--- src/rtl/mips_program_loader.sv ---
// mips_program_loader: encodes symbolic MIPS instructions from a valid/ready stream and writes them to
// instruction memory from word 0 upward, holding the CPU in reset until the load finishes cleanly.
//   clk, reset (async, active-low)     start: begin a load (seen only in IDLE/DONE/ERROR)
//   in_valid/in_ready + in_kind, in_rs, in_rt, in_rd, in_shamt, in_imm, in_target, in_last: instruction
//   mem_we/mem_addr/mem_wdata: one-cycle memory write    word_count: words written this load
//   cpu_hold, done, error: load status
module mips_program_loader #(
    parameter int ADDR_WIDTH = 8
) (
    input  logic                  clk,
    input  logic                  reset,
    input  logic                  start,
    input  logic                  in_valid,
    output logic                  in_ready,
    input  logic [4:0]            in_kind,
    input  logic [4:0]            in_rs,
    input  logic [4:0]            in_rt,
    input  logic [4:0]            in_rd,
    input  logic [4:0]            in_shamt,
    input  logic [15:0]           in_imm,
    input  logic [25:0]           in_target,
    input  logic                  in_last,
    output logic                  mem_we,
    output logic [ADDR_WIDTH-1:0] mem_addr,
    output logic [31:0]           mem_wdata,
    output logic [ADDR_WIDTH:0]   word_count,
    output logic                  cpu_hold,
    output logic                  done,
    output logic                  error
);
    typedef enum logic [2:0] {IDLE, ACCEPT, WRITE, DONE, ERROR} stateT;
    stateT state;
    logic lastFlag;
    logic legal;
    logic [5:0] funct, opcode;
    logic isR, isJ, isShift, isJr, isLui;
    logic [31:0] encWord;
    always_comb begin
        funct = 6'h00;
        opcode = 6'h00;
        legal = 1'b1;
        case (in_kind)
            5'd0:  funct = 6'h20;
            5'd1:  funct = 6'h22;
            5'd2:  funct = 6'h24;
            5'd3:  funct = 6'h25;
            5'd4:  funct = 6'h27;
            5'd5:  funct = 6'h00;
            5'd6:  funct = 6'h02;
            5'd7:  funct = 6'h08;
            5'd8:  opcode = 6'h08;
            5'd9:  opcode = 6'h0d;
            5'd10: opcode = 6'h0f;
            5'd11: opcode = 6'h23;
            5'd12: opcode = 6'h2b;
            5'd13: opcode = 6'h04;
            5'd14: opcode = 6'h05;
            5'd15: opcode = 6'h02;
            5'd16: opcode = 6'h03;
            default: legal = 1'b0;
        endcase
    end
    assign isR     = in_kind < 5'd8;
    assign isJ     = in_kind == 5'd15 || in_kind == 5'd16;
    assign isShift = in_kind == 5'd5 || in_kind == 5'd6;
    assign isJr    = in_kind == 5'd7;
    assign isLui   = in_kind == 5'd10;
    // Unused fields are forced to zero so the word matches what an assembler would emit.
    assign encWord = isR ? (isJr    ? {6'h00, in_rs, 15'h0000, funct} :
                            isShift ? {6'h00, 5'h00, in_rt, in_rd, in_shamt, funct} :
                                      {6'h00, in_rs, in_rt, in_rd, 5'h00, funct}) :
                     isJ ? {opcode, in_target} :
                           {opcode, isLui ? 5'h00 : in_rs, in_rt, in_imm};
    always_ff @(posedge clk or negedge reset) begin
        if (!reset) begin
            state      <= IDLE;
            lastFlag   <= 1'b0;
            in_ready   <= 1'b0;
            mem_we     <= 1'b0;
            mem_addr   <= '0;
            mem_wdata  <= '0;
            word_count <= '0;
            cpu_hold   <= 1'b1;
            done       <= 1'b0;
            error      <= 1'b0;
        end else begin
            case (state)
                ACCEPT: begin
                    if (in_valid) begin
                        in_ready <= 1'b0;
                        if (legal) begin
                            // Outputs for the write cycle are loaded here so they are registered.
                            state      <= WRITE;
                            lastFlag   <= in_last;
                            mem_we     <= 1'b1;
                            mem_wdata  <= encWord;
                            word_count <= word_count + (ADDR_WIDTH+1)'(1);
                        end else begin
                            state <= ERROR;
                            error <= 1'b1;
                        end
                    end
                end
                WRITE: begin
                    mem_we <= 1'b0;
                    if (lastFlag) begin
                        state    <= DONE;
                        done     <= 1'b1;
                        cpu_hold <= 1'b0;
                    end else if (mem_addr == {ADDR_WIDTH{1'b1}}) begin
                        // Memory is full and more words are coming: never wrap onto word 0.
                        state <= ERROR;
                        error <= 1'b1;
                    end else begin
                        state    <= ACCEPT;
                        mem_addr <= mem_addr + ADDR_WIDTH'(1);
                        in_ready <= 1'b1;
                    end
                end
                default: begin
                    if (start) begin
                        state      <= ACCEPT;
                        in_ready   <= 1'b1;
                        mem_addr   <= '0;
                        word_count <= '0;
                        done       <= 1'b0;
                        error      <= 1'b0;
                        cpu_hold   <= 1'b1;
                    end
                end
            endcase
        end
    end
endmodule

--- config.mk ---
export PLATFORM = sky130hd
export DESIGN_NAME = mips_program_loader
export DESIGN_NICKNAME = d
export VERILOG_FILES = /design/src/rtl/mips_program_loader.sv
export SDC_FILE = /design/constraint.sdc
export NUM_CORES = 1
export LEC_CHECK = 0
export CAP_MARGIN = 10
export CELL_PAD_IN_SITES_DETAIL_PLACEMENT = 1
export CELL_PAD_IN_SITES_GLOBAL_PLACEMENT = 2
export CORE_MARGIN = 1.5
export CORE_UTILIZATION = 27
export CTS_CLUSTER_DIAMETER = 50
export DETAILED_ROUTE_END_ITERATION = 6
export GPL_ROUTABILITY_DRIVEN = 0
export PLACE_DENSITY = 0.87
export SYNTH_ARGS = -nofsm -noshare
export SYNTH_HDL_FRONTEND = slang
export SYNTH_SLANG_ARGS = --single-unit
--- constraint.sdc ---
create_clock -name clk -period 5 [get_ports clk]
set_input_delay 1.5 -clock clk [delete_from_list [all_inputs] [get_ports clk]]
set_output_delay 1.5 -clock clk [all_outputs]
set_load 0.02 [all_outputs]
# --- Word-level counts from Yosys, hierarchy flattened ---
# Index checks and enable logic that the tools add are counted.
word_totals:
  register_bits: 58
  latchBits: 0
  mem_bits_rw: 0
  rom_bits: 0
  in_bits: 72
  output_inout_bits: 54
  word_cells: 97
  mem_count: 0
op_classes:
  n_addsub: 2
  mul: 0
  div: 0
  n_lt_le_gt_ge: 1
  n_eq_ne: 26
  shift: 0
  muxes: 40
  bitwise: 2
  n_reduce_logical: 16
ops:
  columns: ["cell", "count"]
  rows:
  - ["two-way mux 26 bit", 3]
  - ["case mux 6 bit (9 select lines)", 1]
  - ["case mux 6 bit (7 select lines)", 1]
  - ["== test 5 x 4 -> 1 bit, second input constant", 8]
  - ["two-way mux 32 bit", 1]
  - ["two-way mux 9 bit", 3]
  - ["two-way mux 8 bit", 3]
  - ["== test 5 x 3 -> 1 bit, second input constant", 4]
  - ["case mux 9 bit (2 select lines)", 1]
  - ["OR reduction 17 bit", 1]
  - ["case mux 8 bit (2 select lines)", 1]
  - ["two-way mux 3 bit", 5]
  - ["two-way mux 1 bit", 14]
  - ["!= test 2 bit, second input constant", 7]
  - ["AND reduction 4 bit", 3]
  - ["== test 5 x 2 -> 1 bit, second input constant", 2]
  - ["case mux 1 bit (2 select lines)", 5]
  - ["adder 9 x 1 -> 9 bit, second input constant", 1]
  - ["AND reduction 3 bit", 3]
  - ["adder 8 x 1 -> 8 bit, second input constant", 1]
  - ["== test 8 bit, second input constant", 1]
  - ["case mux 3 bit (2 select lines)", 1]
  - ["nonzero test 2 bit", 3]
  - ["== test 5 x 1 -> 1 bit, second input constant", 1]
  - ["11 further kinds", 13]

# --- Longest topological paths before layout ---
logic_depth:
  word_depth: 6
  depth_mapped: 8

# --- Worst setup path before layout ---
# OpenSTA, ideal clock, no wires.
synth_path:
  path_kind: "input -> register"
  from: "input port in_kind[3]"
  to: "register mem_wdata[16]"
  setup_time_ns: 0.126
  arrival_time_ns: 2.724
  path_slack_ns: 2.150
  path_stages: 7
  n_path_buf: 3
  path_cell_list: "buf_2 > and2b_1 > a32o_1 > buf_4 > buf_2 > a221oi_1 > nor2_1"
synth_between:
  elab_chain_cells: 4
  word_cells_on_any_way: 25
  classes_between: "1 x order compare; 16 x eq/ne; 4 x mux; 4 x reduce/logical"
synth_lines:
  columns: ["item", "line_no", "source"]
  rows:
  - ["start, declared", "15", "input logic [4:0] in_kind,"]
  - ["== test 5 x 3 -> 1 bit (tied with other cells)", "42, 66", null]
  - ["OR reduction 17 bit (no line) / logical OR 1 bit (equally long branches)", null, null]
  - ["two-way mux 1 bit / two-way mux 26 bit (equally long branches)", "42, 72", null]
  - ["AND reduction 3 bit (no line) / two-way mux 32 bit (equally long branches)", null, null]
  - ["end signal, assigned", "96", "mem_wdata <= encWord;"]
  - ["end, declared", "25", "output logic [31:0] mem_wdata,"]
# Several ways; a longest one is shown, not always the timed one.
# A chain may end at the register's enable or synchronous reset.

# --- Worst setup path after layout ---
layout_path:
  from: "input port in_kind[0]"
  to: "register mem_wdata[13]"
# Same word-level chain as after synthesis.

==> impl_metrics.toml <==
[synthesis]
synth-edff-count = 0
synth.cell_area_um2 = 3192
synthesis.nets = 409
synth-seq-area-share = 0.4473
synth.ff_latch_count = 57
synth_ff_type = "dfrtp_1"
yosys_warnings = 0
count_of_cell_types_in_the_netlist = 61
average_instance_area_after_synthesis_um2 = 9.528
async_reset_ff_frac = 1.000
synth.largest_area_cell = "dfrtp_1"
synth.area.top_cells = "dfrtp_1 44%, mux2i_1 5.3%, nand2_1 4.4%"
synth_commonest_cells = "56 x dfrtp_1, 37 x nand2_1, 28 x nor2_1, 19 x nand3_1, 17 x mux2i_1"
share_of_the_synthesized_area_in_the_top_cell_type = 0.4390
synth_most_common_cell = "dfrtp_1"
synthCells = 335

[critical_path]
timing.critical_path.required_ns = 5.22
critPathKind = "input port to flip-flop"
crit_arrival_ns = 4.11
setup.worst_path.start_class = "input port"
timing.rr.end = "mem_wdata[13]"
worst-path-max-fanout = 15
setup.worst_path.end_class = "flip-flop"
rrSetupSlack_ns = 2.48
r2r_cells = 5
ordered_cell_list_for_the_critical_path = "clkdlybuf4s50_1, o41ai_4, and2_1, nand2_1, o211ai_1"
worst_r2r_startpoint = "state[0]"
slowest_stage = "clkdlybuf4s50_1"
cp_slowest_stage_delay_ns = 0.69

[sta]
hold_viol_final = 0
fin_tns_setup_ns = 0
setup_viol_count_final = 0
hold-worst-slack_ns = 0.4802
worst_slew_margin_rel = 0.4666
tightest_slew_ns = 0.7983
timing.fmax_ghz = 0.2576
skew_ns = 0.006901
grt_setup_unrepaired = "no"
final.period_utilization = 0.7765
slew_viol_final = 0
fin_crit_ns = 3.882

[min_path]
hold_path.class = "flip-flop to flip-flop"
min_delay_src = "cpu_hold"
worstHoldEndpoint = "cpu_hold"
holdPathStages = 2

[grt]
grt_remaining_overflow = 0
antenna_found_initial = 0
number_of_global_route_vias_before_repair = 3322
groute.usage.overall = 0.1739
grt_pass1_wl_mm = 17.36
grt_max_degree = 40

[drt]
length_of_the_first_detailed_routing_pass_in_iterations = 5
routed_via_density = 5.209
totalWireLength_mm = 10.67
drcViolationCount = 0
ant_nets = 0
drtIter0Drc = 88
avgRoutedWirePerCell_um = 17.88
via_count = 3110

[die]
design.portCount = 126
floorplan.die.width_um = 111.7
die_h_um = 111.7
placementRows = 39
dieArea_um2 = 12480
floorplan.core_area_um2 = 11470
start_util = 0.2783

[clock_network]
max-clock-path-buffers = 2
cts_hold_buffers = 0
cts.clk_slew.worst_paths_ns = 0.05
postCtsSetupBuffers = 0
post_cts_resize_count = 0
tritoncts = "done"
worstSkewPairLatency_ns = 0.32
cts_made_buffers = 9
cts_root_buf = "clkbuf_16"
number_of_sinks_handled_by_clock_tree_synthesis = 57
htree_num_levels = 3

[placement]
dp.final_hpwl_mm = 7.805
port_buffers = 124

[cells_and_area]
antenna_cells = 0
fraction_of_final_layout_cells_sized_beyond_drive_strength_1 = 0.06608
number_of_nets_in_the_layout = 523
syn2layout_area_growth_pct = 50.37
layout.filler_cells = 1297

[power_and_ir_drop]
power.sequential.fraction = 0.323
sw_share = 0.3758
p_int_uw = 1479
p_comb_frac = 0.411
static-leakage-power_uw = 0.001900
clock_power_share = 0.266
power.switching_uw = 890.6
ir_drop_uv = 205.6
power.density_nw_per_um2 = 493.7

[flow_run]
max_cap_violations = 0

[status]
run_status = "completed"
[routing by layer]
layer,share of wire,track usage,vias to the layer above,routed length [um]
met1,0.42,0.2079,1566,4459
met2,0.54,0.3220,62,5723
li1,-,-,1468,-
met5,0,0,-,0
met4,0.018,0.05738,0,187
met3,0.028,0.02069,14,303
[cell type report]
type	instances	area, um^2	share of cell area
multi-input combinational	245	1587	0.3306
clock buffer	11	242.7	0.05057
timing repair buffer	129	1274	0.2654
inverter	7	26.28	0.005474
sequential	57	1428	0.2974
tap	143	178.9	0.03728
clock inverter	5	63.81	0.01330
[sequential cells by signal (all words and copies together) (netlist names)]
name	count
lastFlag	1
cpu_hold	1
word_count	9
mem_we	1
mem_addr	8
done	1
state	3
in_ready	1
error	1
mem_wdata	31
[per-stage QoR]
stage / total power, uW / utilization / cell area, um^2 / setup WS [ns] / std cells
floorplan: 1278 / - / 3192 / 2.150 / 335
global placement: 1727 / 0.3918 / 4493 / 0.9943 / 581
detailed placement: 1756 / 0.3918 / 4493 / 0.7030 / 581
CTS: 2399 / 0.4185 / 4800 / 1.028 / 597
global route: 2503 / 0.4185 / 4800 / 0.8919 / 597
finish: 2370 / 0.4185 / 4800 / 1.118 / 597
[power by group through the flow]
stage          combinational [uW]  clock, uW  sequential (uW)
5_1_grt                      1050        660              791
3_3_place_gp                  965          0              762
6_report                      974        631              765
2_1_floorplan                 375          0              903
3_5_place_dp                  987          0              769
4_1_cts                       991        641              768
[cells in the final DEF, fill, tap and decap left out, types with 5 or more instances in the layout]
cell type        Yosys  layout
a21oi_1             15      15
a221o_1              5       5
and3_1               8       8
buf_4                4       5
clkbuf_16            0       9
clkdlybuf4s50_1      0     123
dfrtp_1             56      56
inv_1                7       7
mux2i_1             17      17
nand2_1             37      37
nand2b_1             6       6
nand3_1             19      19
nor2_1              28      28
nor3b_1              5       5
o211ai_1            14      14
o21ai_0              9       9
[worst max-delay path by stage]
stage / start / endpoint / slack (ns) / cells past startpoint
after floorplan: in_kind[3] / mem_wdata[16] / 2.15 / 7
after global placement: in_kind[0] / mem_wdata[0] / 0.99 / 5
after detailed placement: in_kind[0] / mem_wdata[13] / 0.70 / 5
after CTS: in_kind[0] / mem_wdata[13] / 1.03 / 5
after global routing: in_kind[0] / mem_wdata[13] / 0.89 / 5
final: in_kind[0] / mem_wdata[13] / 1.12 / 5
[worst max-delay path, delay by kind of cell]
| kind | cells | cell delay, ns |
|---|---|---|
| AO/OA/AOI/OAI | 2 | 0.87 |
| AND/OR/NAND/NOR | 2 | 1.02 |
| buffers and inverters | 1 | 0.69 |
[logic make-up after synthesis]
group	share of synthesized area
xor+xnor	0.005489
fa+ha+maj	0.007839
compound gates	0.2027
buf+inv	0.05566
flops	0.4473
other cells	0.001175
simple gates	0.2231
mux	0.05684
Power figures use the tool's default switching activity.
